==> config.mk <==
export PLATFORM = sky130hd
export DESIGN_NAME = uart_tx_fifo_flat
export DESIGN_NICKNAME = d
export VERILOG_FILES = /design/src/rtl/uart_tx_fifo_if.sv /design/src/rtl/uart_tx_fifo.sv /design/src/flat_wrapper.sv
export SDC_FILE = /design/constraint.sdc
export NUM_CORES = 1
export LEC_CHECK = 0
export ABC_AREA = 0
export ABC_CLOCK_PERIOD_IN_PS = 5600
export BUFFER_PORTS_ARGS = -buffer_cell sky130_fd_sc_hd__buf_2
export CAP_MARGIN = 10
export CORE_MARGIN = 2
export CORE_UTILIZATION = 55
export CTS_CLUSTER_SIZE = 40
export DETAILED_ROUTE_END_ITERATION = 6
export GPL_ROUTABILITY_DRIVEN = 1
export PLACE_DENSITY_LB_ADDON = 0.1
export SYNTH_ARGS = -nofsm -noshare
export SYNTH_HDL_FRONTEND = slang
export SYNTH_SLANG_ARGS = --single-unit
==> constraint.sdc <==
create_clock -name clk -period 5.6 [get_ports clk]
set_input_delay 0.84 -clock clk [delete_from_list [all_inputs] [get_ports clk]]
set_output_delay 0.84 -clock clk [all_outputs]
set_load 0.02 [all_outputs]
==> src/rtl/uart_tx_fifo_if.sv <==
// Byte-write / serial-line bundle of the UART transmitter.
// The master side is the user logic and the slave side is uart_tx_fifo.
interface uart_tx_fifo_if #(
  parameter int PAYLOAD_BITS = 8
);
  logic [PAYLOAD_BITS-1:0] uart_tx_data;
  logic                    uart_tx_en;
  logic                    uart_tx_ready;
  logic                    uart_tx_overflow;
  logic                    uart_tx_busy;
  logic                    uart_txd;

  modport master (
    output uart_tx_data, uart_tx_en,
    input  uart_tx_ready, uart_tx_overflow, uart_tx_busy, uart_txd
  );

  modport slave (
    input  uart_tx_data, uart_tx_en,
    output uart_tx_ready, uart_tx_overflow, uart_tx_busy, uart_txd
  );
endinterface

==> src/rtl/uart_tx_fifo.sv <==
// UART transmitter: small byte FIFO feeding an 8N1 serialiser.
// The serialiser sends 8E1 frames instead when UART_TX_PARITY_EN is defined.
module uart_tx_fifo #(
  parameter int CLK_HZ       = 50_000_000,
  parameter int BIT_RATE     = 9_600,
  parameter int PAYLOAD_BITS = 8,
  parameter int STOP_BITS    = 1,
  parameter int FIFO_DEPTH   = 4
) (
  input  logic           clk,
  input  logic           rst,
  uart_tx_fifo_if.slave  bus
);

  localparam int CYCLES_PER_BIT = CLK_HZ / BIT_RATE;
  localparam int CNT_W          = (CYCLES_PER_BIT > 1) ? $clog2(CYCLES_PER_BIT) : 1;
  localparam int AW             = $clog2(FIFO_DEPTH);
  localparam int IDX_W          = $clog2(PAYLOAD_BITS) + 1;

  localparam logic [CNT_W-1:0] BAUD_LAST = CNT_W'(CYCLES_PER_BIT - 1);
  localparam logic [IDX_W-1:0] DATA_LAST = IDX_W'(PAYLOAD_BITS - 1);
  localparam logic [IDX_W-1:0] STOP_LAST = IDX_W'(STOP_BITS - 1);

  typedef enum logic [2:0] {
    S_IDLE,
    S_START,
    S_DATA,
`ifdef UART_TX_PARITY_EN
    S_PARITY,
`endif
    S_STOP
  } state_t;

  logic [PAYLOAD_BITS-1:0] r_mem [FIFO_DEPTH];
  logic [AW:0]             r_wr_ptr;
  logic [AW:0]             r_rd_ptr;
  state_t                  r_state;
  logic [CNT_W-1:0]        r_baud;
  logic [IDX_W-1:0]        r_bit_idx;
  logic [PAYLOAD_BITS-1:0] r_shift;
  logic                    r_txd;
  logic                    r_ready;
  logic                    r_overflow;
  logic                    r_busy;
`ifdef UART_TX_PARITY_EN
  logic                    r_parity;
`endif

  logic                    w_full;
  logic                    w_empty;
  logic                    w_wr;
  logic                    w_pop;
  logic                    w_baud_end;
  logic [PAYLOAD_BITS-1:0] w_head;

  // Equal slot index with differing wrap bits means the write side lapped the read side.
  assign w_full     = (r_wr_ptr[AW] != r_rd_ptr[AW]) && (r_wr_ptr[AW-1:0] == r_rd_ptr[AW-1:0]);
  assign w_empty    = (r_wr_ptr == r_rd_ptr);
  assign w_wr       = bus.uart_tx_en & ~w_full;
  assign w_pop      = (r_state == S_IDLE) & ~w_empty;
  assign w_baud_end = (r_baud == BAUD_LAST);
  assign w_head     = r_mem[r_rd_ptr[AW-1:0]];

  always_ff @(posedge clk) begin
    if (w_wr) begin
      r_mem[r_wr_ptr[AW-1:0]] <= bus.uart_tx_data;
    end
  end

  always_ff @(posedge clk or negedge rst) begin
    if (!rst) begin
      r_wr_ptr   <= '0;
      r_rd_ptr   <= '0;
      r_state    <= S_IDLE;
      r_baud     <= '0;
      r_bit_idx  <= '0;
      r_shift    <= '0;
      r_txd      <= 1'b1;
      r_ready    <= 1'b1;
      r_overflow <= 1'b0;
      r_busy     <= 1'b0;
`ifdef UART_TX_PARITY_EN
      r_parity   <= 1'b0;
`endif
    end else begin
      if (w_wr) begin
        r_wr_ptr <= r_wr_ptr + 1'b1;
      end
      if (w_pop) begin
        r_rd_ptr <= r_rd_ptr + 1'b1;
      end

      // A pop in this same cycle does not make room for a write attempted while full.
      r_overflow <= bus.uart_tx_en & w_full;
      r_ready    <= ~w_full;
      r_busy     <= (r_state != S_IDLE) | ~w_empty;

      // The line follows the state one cycle later, so every bit lasts exactly one baud period.
      unique case (r_state)
        S_IDLE:   r_txd <= 1'b1;
        S_START:  r_txd <= 1'b0;
        S_DATA:   r_txd <= r_shift[0];
`ifdef UART_TX_PARITY_EN
        S_PARITY: r_txd <= r_parity;
`endif
        S_STOP:   r_txd <= 1'b1;
        default:  r_txd <= 1'b1;
      endcase

      unique case (r_state)
        S_IDLE: begin
          if (!w_empty) begin
            r_shift   <= w_head;
`ifdef UART_TX_PARITY_EN
            r_parity  <= ^w_head;
`endif
            r_baud    <= '0;
            r_bit_idx <= '0;
            r_state   <= S_START;
          end
        end
        S_START: begin
          if (w_baud_end) begin
            r_baud    <= '0;
            r_bit_idx <= '0;
            r_state   <= S_DATA;
          end else begin
            r_baud <= r_baud + 1'b1;
          end
        end
        S_DATA: begin
          if (w_baud_end) begin
            r_baud  <= '0;
            r_shift <= {1'b0, r_shift[PAYLOAD_BITS-1:1]};
            if (r_bit_idx == DATA_LAST) begin
              r_bit_idx <= '0;
`ifdef UART_TX_PARITY_EN
              r_state   <= S_PARITY;
`else
              r_state   <= S_STOP;
`endif
            end else begin
              r_bit_idx <= r_bit_idx + 1'b1;
            end
          end else begin
            r_baud <= r_baud + 1'b1;
          end
        end
`ifdef UART_TX_PARITY_EN
        S_PARITY: begin
          if (w_baud_end) begin
            r_baud  <= '0;
            r_state <= S_STOP;
          end else begin
            r_baud <= r_baud + 1'b1;
          end
        end
`endif
        S_STOP: begin
          if (w_baud_end) begin
            r_baud <= '0;
            if (r_bit_idx == STOP_LAST) begin
              r_bit_idx <= '0;
              r_state   <= S_IDLE;
            end else begin
              r_bit_idx <= r_bit_idx + 1'b1;
            end
          end else begin
            r_baud <= r_baud + 1'b1;
          end
        end
        default: r_state <= S_IDLE;
      endcase
    end
  end

  assign bus.uart_txd         = r_txd;
  assign bus.uart_tx_ready    = r_ready;
  assign bus.uart_tx_overflow = r_overflow;
  assign bus.uart_tx_busy     = r_busy;

endmodule

==> src/flat_wrapper.sv <==
// flat-port wrapper written by rule: the top's interface ports become plain ports
module uart_tx_fifo_flat 
#(
  parameter int CLK_HZ       = 50_000_000,
  parameter int BIT_RATE     = 9_600,
  parameter int PAYLOAD_BITS = 8,
  parameter int STOP_BITS    = 1,
  parameter int FIFO_DEPTH   = 4
)
  (clk, rst, bus_uart_tx_data, bus_uart_tx_en, bus_uart_tx_ready, bus_uart_tx_overflow, bus_uart_tx_busy, bus_uart_txd);
  uart_tx_fifo_if #(.PAYLOAD_BITS(PAYLOAD_BITS)) bus_i ();
  input  logic clk;
  input  logic rst;
  input wire logic [$bits(bus_i.uart_tx_data)-1:0] bus_uart_tx_data;
  input wire logic [$bits(bus_i.uart_tx_en)-1:0] bus_uart_tx_en;
  output wire logic [$bits(bus_i.uart_tx_ready)-1:0] bus_uart_tx_ready;
  output wire logic [$bits(bus_i.uart_tx_overflow)-1:0] bus_uart_tx_overflow;
  output wire logic [$bits(bus_i.uart_tx_busy)-1:0] bus_uart_tx_busy;
  output wire logic [$bits(bus_i.uart_txd)-1:0] bus_uart_txd;
  assign bus_i.uart_tx_data = bus_uart_tx_data;
  assign bus_i.uart_tx_en = bus_uart_tx_en;
  assign bus_uart_tx_ready = bus_i.uart_tx_ready;
  assign bus_uart_tx_overflow = bus_i.uart_tx_overflow;
  assign bus_uart_tx_busy = bus_i.uart_tx_busy;
  assign bus_uart_txd = bus_i.uart_txd;
  uart_tx_fifo #(.CLK_HZ(CLK_HZ), .BIT_RATE(BIT_RATE), .PAYLOAD_BITS(PAYLOAD_BITS), .STOP_BITS(STOP_BITS), .FIFO_DEPTH(FIFO_DEPTH)) u_core (.clk(clk), .rst(rst), .bus(bus_i));
endmodule
==> flow_summary.yaml, run 1 <==
logic_synthesis:
  postSynth.asyncResetShare_pct: 53.6
  synth-edff-count: 32
  synth_area_um2: 3400
  synth-xor-area-share_pct: 2.54
  synth_compound_area_share_pct: 11.4
  ys.flop_type: "dfrtp_1"
  synth.avg_cell_area_um2: 12.7
  yosys_warnings: 0
  synth_nets: 292
  yosys.area_share.simple_pct: 13.5
  yosysSeqAreaShare_pct: 55.6
  syn_inst: 268
  synth_top_family_by_area: "simple AND/OR/NAND/NOR gates"
  ys_ff_latch: 69
  synth_adder_area_share_pct: 4.78
  muxShareOfSynthArea_pct: 9.20
  synth_cell_type_count: 61
global_routing:
  overflow: 0
  first_global_vias: 1964
  grt_max_degree: 38
  antenna_found_initial: 0
  grt_util_all_layers_pct: 19.6
  grt_pass1_wl_um: 9750
timing:
  worst_pin_slew_ns: 0.816
  rsz0062_at_grt: "false"
  drv_slew: 0
  min_period_over_period_pct: 42.4
  final-setup-viol-count: 0
  fin_worst_skew_ns: 0.00740
  tns_ns: 0
  hold_violations: 0
  max_freq_ghz: 0.422
  slew-limit-headroom_pct: 45.6
  fin_ws_ns: 3.23
  period_needed_ns: 2.37
routing:
  drc: 0
  ant_nets: 0
  wl_per_cell_um: 16.4
  routed_via_density: 5.72
  wl_um: 5990
  first_pass_iters: 4
  dr_total_vias: 2093
  drt_iter0_markers: 141
worst_hold_path:
  min_delay_path_depth: 2
  hold_end: "u_core.bus.uart_txd"
  hold_start: "u_core.r_shift[0]"
  min_path_type: "reg2reg"
setup_path:
  start_kind: "flop"
  rrSetupSlack_ns: 3.23
  rr_endpoint: "u_core.r_state[1]"
  endpoint_kind: "flop"
  cp_slowest_cell: "ha_1"
  cpMostUsedCell: "inv_1"
  worst_r2r_startpoint: "u_core.r_state[0]"
  setup.worst_path.start: "u_core.r_state[0]"
  crit_fanout: 15
  required_ns: 5.84
  crit_chain: "inv_1 > ha_1 > inv_1 > a311o_1 > o211ai_1 > mux2_2"
  r2r_cells: 6
  cp_slowest_stage_delay_ns: 0.49
  cp.arrival_ns: 2.61
  critPathKind: "reg2reg"
place:
  pre_cts_slack_ns: 3.21
  portBuffers: 14
  gp_congestion: 0.852
  post_dp_cell_area_um2: 3520
  post-dp-hpwl_um: 4160
final_layout:
  drive_above_1_share_pct: 20.3
  final_cell_mix: "dfrtp_1, edfxtp_1, nand2_1"
  final.fill_count: 477
  multi_input_area_um2: 1410
  area_growth_pct: 8.72
  nets: 310
  fin_area_um2: 3700
  final_common_cell: "dfrtp_1"
  antennaDiodeCount: 0
  seq_area_um2: 1890
die:
  num_rows: 28
  dieWidth_um: 82.6
  die_h_um: 82.6
  coreArea_um2: 5960
  initial_core_util_pct: 57.1
  num_io_pins: 15
  die-area_um2: 6830
run:
  drv_cap: 0
power:
  switching_share_pct: 39.4
  p_sw_mw: 0.791
  seqPwrFrac_pct: 40.5
  p_int_mw: 1.22
  peakVddDrop_mv: 0.324
  leakage_nw: 1.46
  p_clk_share_pct: 18.1
  powerDensity_nw_per_um2: 543
  power_frac_comb_pct: 41.5
clocking:
  cts_tree: "built"
  htree_levels: 3
  cts_buffer_depth: 2
  cts_buffers: 9
  clk_pin_slew_ns: 0.08
  clock-sinks: 69
  postCtsSetupRepairBufs: 0
  cts_resized: 0
  cts-hold-fix-buffers: 0
  clockRootBuffer: "clkbuf_8"
  clk_latency_ns: 0.35
run_status:
  run_status: "finished, final reports clean"
==> power by group through the flow <==
| stage | logic (mW) | clock network (mW) | registers, mW |
|---|---|---|---|
| final | 0.832 | 0.362 | 0.812 |
| after global routing | 0.931 | 0.396 | 0.833 |
| after global placement | 0.830 | 0 | 0.820 |
| after floorplan | 0.697 | 0 | 0.774 |
| after CTS | 0.842 | 0.371 | 0.812 |
| after detailed placement | 0.838 | 0 | 0.823 |
==> cell usage after synthesis, types with 2 or more instances <==
| master | count | area, um^2 |
|---|---|---|
| a21oi_1 | 3 | 15.0 |
| a22o_1 | 4 | 35.0 |
| a22oi_1 | 2 | 15.0 |
| a2bb2oi_1 | 2 | 17.5 |
| and2_1 | 4 | 25.0 |
| and3_1 | 3 | 18.8 |
| and4_1 | 3 | 26.3 |
| buf_2 | 3 | 15.0 |
| clkbuf_1 | 2 | 7.51 |
| dfrtp_1 | 35 | 876 |
| dfstp_2 | 2 | 52.6 |
| edfxtp_1 | 32 | 961 |
| ha_1 | 13 | 163 |
| inv_1 | 16 | 60.1 |
| mux2_2 | 9 | 101 |
| mux2i_1 | 2 | 20.0 |
| mux4_2 | 8 | 180 |
| nand2_1 | 30 | 113 |
| nand2b_1 | 5 | 31.3 |
| nand3_1 | 10 | 50.1 |
| nand4_1 | 4 | 25.0 |
| nor2_1 | 11 | 41.3 |
| nor3_1 | 2 | 10.0 |
| nor4_1 | 2 | 12.5 |
| o211ai_1 | 2 | 15.0 |
| o21ai_0 | 11 | 55.1 |
| o21ai_1 | 3 | 15.0 |
| o2bb2ai_1 | 3 | 26.3 |
| o31ai_1 | 2 | 15.0 |
| o41ai_1 | 2 | 17.5 |
| or3_1 | 2 | 12.5 |
| xnor2_1 | 5 | 43.8 |
| xor2_1 | 3 | 26.3 |
==> layout make-up <==
class	instances	share of cell area, %
Inverter	16	1.62
Tap cell	75	2.54
Sequential cell	69	51.1
Clock buffer	9	3.35
Multi-Input combinational cell	176	38.1
Clock inverter	7	1.35
Timing Repair Buffer	14	1.90
==> metal layers <==
metal | GRT usage (%) | wire [um] | vias to the layer above
li1 | - | - | 1042
met1 | 29.5 | 3060 | 995
met2 | 27.1 | 2580 | 48
met3 | 5.87 | 278 | 8
met4 | 6.39 | 67 | 0
met5 | 0 | 0 | -
==> cells by family after synthesis <==
| kind of cell | Yosys count |
|---|---|
| DFF | 69 |
| xor gates and xnor gates | 9 |
| and+or+nand+nor | 86 |
| buffers and inverters | 23 |
| adders and majority gates | 13 |
| AOI/OAI and AO/OA | 48 |
| muxes | 20 |
==> state kept, by name (all words and copies together), names as in the netlist <==
register and flops:
u_core.bus.uart_tx_busy 1, u_core.bus.uart_tx_overflow 1, u_core.bus.uart_tx_ready 1, u_core.bus.uart_txd 1, u_core.r_baud 13, u_core.r_bit_idx 4
u_core.r_mem 32, u_core.r_rd_ptr 3, u_core.r_shift 8, u_core.r_state 2, u_core.r_wr_ptr 3
==> per-stage QoR <==
stage                     total power [mW]  std cells  hold WS [ns]  util (%)
after global routing                  2.16        366         0.540      62.1
after CTS                             2.03        366         0.496      62.1
after detailed placement              1.66        350         0.476      59.1
after floorplan                       1.47        268         0.451         -
after global placement                1.65        350         0.475      59.1
final                                 2.01        366         0.502      62.1
==> worst max path at each step <==
stage	slack, ns	depth (start not counted)	endpoint
finish	3.23	6	u_core.r_state[1]
global route	3.00	3	u_core.r_mem[1][0]
CTS	3.21	5	u_core.r_shift[2]
detailed placement	3.21	5	u_core.r_shift[2]
global placement	3.25	6	u_core.r_state[1]
floorplan	3.64	7	u_core.r_shift[0]
==> critical path: cells and delay by family (launching register included) <==
kind / cells / cell delay [ns]
compound gates: 2 / 0.58
fa+ha+maj: 1 / 0.49
flops: 1 / 0.40
mux: 1 / 0.37
buf+inv: 2 / 0.44
(Power assumes the default switching activity.)
==> run 2, diff against run 1 <==
- ABC_AREA: 0 -> 1
- ABC_CLOCK_PERIOD_IN_PS: 5600 -> 2320
- clock period: 5.6 -> 2.32 ns (I/O delays scaled with it)
==> run 2 against run 1 <==
Net effect: largest cell class unchanged; sequential power is 86% higher; core utilization is 0.31 points higher; hold slack worse by 0.39 ns; register-to-register slack worse by 2.7 ns.
==> flow_summary.yaml, run 2 <==
power:
  peakVddDrop_mv: 0.530
  leakage_nw: 1.77
  powerDensity_nw_per_um2: 749
routing:
  drt_iter0_markers: 141
  wl_um: 6910
  topRoutingLayerUsed: "met4"
  wl_met1_um: 3340
  drc: 0
  routed_via_density: 5.19
  wl_per_cell_um: 13.7
  dr_wl_met3_um: 184
  met2_length_um: 3220
  first_pass_iters: 4
  ant_nets: 0
  dr_total_vias: 2610
logic_synthesis:
  synth_adder_area_share_pct: 4.53
  synth_common_cells: "nand2_1, nand3_1, dfrtp_1"
  yosys.area_share.simple_pct: 30.0
  synth_top_area_share_pct: 26.8
  synth_top_family_by_area: "simple AND/OR/NAND/NOR gates"
  synth_area_um2: 3590
  ys.flop_type: "dfrtp_1"
  synth-xor-area-share_pct: 3.45
  synth_compound_area_share_pct: 3.49
  synth.avg_cell_area_um2: 8.97
  muxShareOfSynthArea_pct: 0
  synth_nets: 424
  ys_ff_latch: 69
  postSynth.asyncResetShare_pct: 53.6
  syn_inst: 400
  post-synth-top-count-cell: "nand2_1"
  synth-edff-count: 32
  synth_area_leaders: "edfxtp_1, dfrtp_1, nand2_1, nand3_1, ha_1"
  yosysSeqAreaShare_pct: 52.7
  yosys_warnings: 0
  synth_cell_type_count: 34
  synth_top_area_cell: "edfxtp_1"
timing:
  tns_ns: 0
  max_freq_ghz: 0.560
  rsz0062_at_grt: "false"
  period_needed_ns: 1.79
  final-setup-viol-count: 0
  fin_worst_skew_ns: 0.00935
  worst_pin_slew_ns: 0.838
  drv_slew: 0
  slew-limit-headroom_pct: 44.1
  min_period_over_period_pct: 77.0
  hold_violations: 0
die:
  dieWidth_um: 84.8
  initial_core_util_pct: 56.8
  die_h_um: 84.8
  coreArea_um2: 6310
  die-area_um2: 7180
  num_io_pins: 15
  num_rows: 29
final_layout:
  largest_reg_flops: 32
  antennaDiodeCount: 0
  fin_area_um2: 3940
  fin_util_pct: 62.4
  area_growth_pct: 9.77
  final_common_cell: "nand2_1"
  final.fill_count: 543
  drive_above_1_share_pct: 15.3
  nets: 445
  final_cell_mix: "nand2_1, nand3_1, dfrtp_1"
worst_hold_path:
  min_path_type: "in2async"
setup_path:
  start_kind: "flop"
  cp.arrival_ns: 1.83
  r2r_cells: 7
  rrSetupSlack_ns: 0.53
  required_ns: 2.36
  endpoint_kind: "flop"
  critPathKind: "reg2reg"
  rr_endpoint: "u_core.r_mem[3][3]"
  worst_r2r_startpoint: "u_core.r_rd_ptr[1]"
  crit_fanout: 11
global_routing:
  grt_max_degree: 38
  first_global_vias: 2500
  grt_util_all_layers_pct: 21.2
  antenna_found_initial: 0
  grt_pass1_wl_um: 11800
  overflow: 0
place:
  post-dp-hpwl_um: 5060
  gp_congestion: 0.874
  portBuffers: 14
  post_dp_cell_area_um2: 3720
run:
  drv_cap: 0
clocking:
  cts-hold-fix-buffers: 0
  clock-sinks: 69
  cts_buffers: 9
  clockRootBuffer: "clkbuf_8"
  cts_resized: 0
  clk_latency_ns: 0.34
  htree_levels: 3
  clk_pin_slew_ns: 0.08
  cts_buffer_depth: 2
  postCtsSetupRepairBufs: 0
  cts_tree: "built"
run_status:
  run_status: "finished, final reports clean"
[run 2: through the flow]
stage	hold WS, ns	setup WS (ns)	cells	power [mW]
floorplan	0.0524	0.627	400	1.77
global placement	0.468	0.602	487	1.91
detailed placement	0.475	0.548	487	1.91
CTS	0.136	0.515	503	2.96
global route	0.183	0.375	503	3.08
finish	0.110	0.534	503	2.95
[run 2: worst max-delay path by stage]
stage | from | endpoint | slack, ns | cells past startpoint
floorplan | u_core.r_rd_ptr[1] | u_core.r_mem[3][0] | 0.63 | 7
global placement | u_core.r_rd_ptr[1] | u_core.r_mem[3][1] | 0.60 | 7
detailed placement | u_core.r_rd_ptr[1] | u_core.r_mem[3][3] | 0.55 | 7
CTS | u_core.r_rd_ptr[1] | u_core.r_mem[3][4] | 0.52 | 7
global route | u_core.r_state[0] | u_core.r_bit_idx[2] | 0.37 | 9
finish | u_core.r_rd_ptr[1] | u_core.r_mem[3][3] | 0.53 | 7
[run 2: kinds of logic after synthesis]
kind of cell,Yosys count
AO/OA/AOI/OAI,20
XOR/XNOR,12
adder cells (fa/ha/maj),13
buffers and inverters,43
flip-flops,69
AND/OR/NAND/NOR,243
[run 2: area by class of cell]
| cell class | instances | area [um^2] | area share [%] |
|---|---|---|---|
| multi-input combinational | 288 | 1490 | 37.8 |
| tap | 77 | 96.3 | 2.45 |
| sequential | 69 | 1890 | 48.0 |
| clock inverter | 6 | 87.6 | 2.22 |
| clock buffer | 10 | 128 | 3.24 |
| inverter | 33 | 134 | 3.40 |
| timing repair buffer | 20 | 115 | 2.92 |
[run 2: per-layer routing]
metal / vias to the layer above / GRT usage (%)
met3: 16 / 3.83
li1: 1344 / -
met2: 52 / 33.8
met4: 0 / 9.67
met1: 1198 / 28.2
met5: - / 0
[run 2: power by group]
part	leakage, nW	internal, mW	switching [mW]
Sequential	0.752	1.44	0.0659
Combinational	0.911	0.138	0.240
Clock	0.110	0.606	0.460
Total	1.77	2.18	0.766
[run 2: critical path: stages (launching register included)]
cell,delay (ns)
dfrtp_1,0.61
inv_6,0.09
nand2_1,0.09
nand2_2,0.08
nand4_1,0.16
nand2_2,0.15
nor2_1,0.13
buf_4,0.18
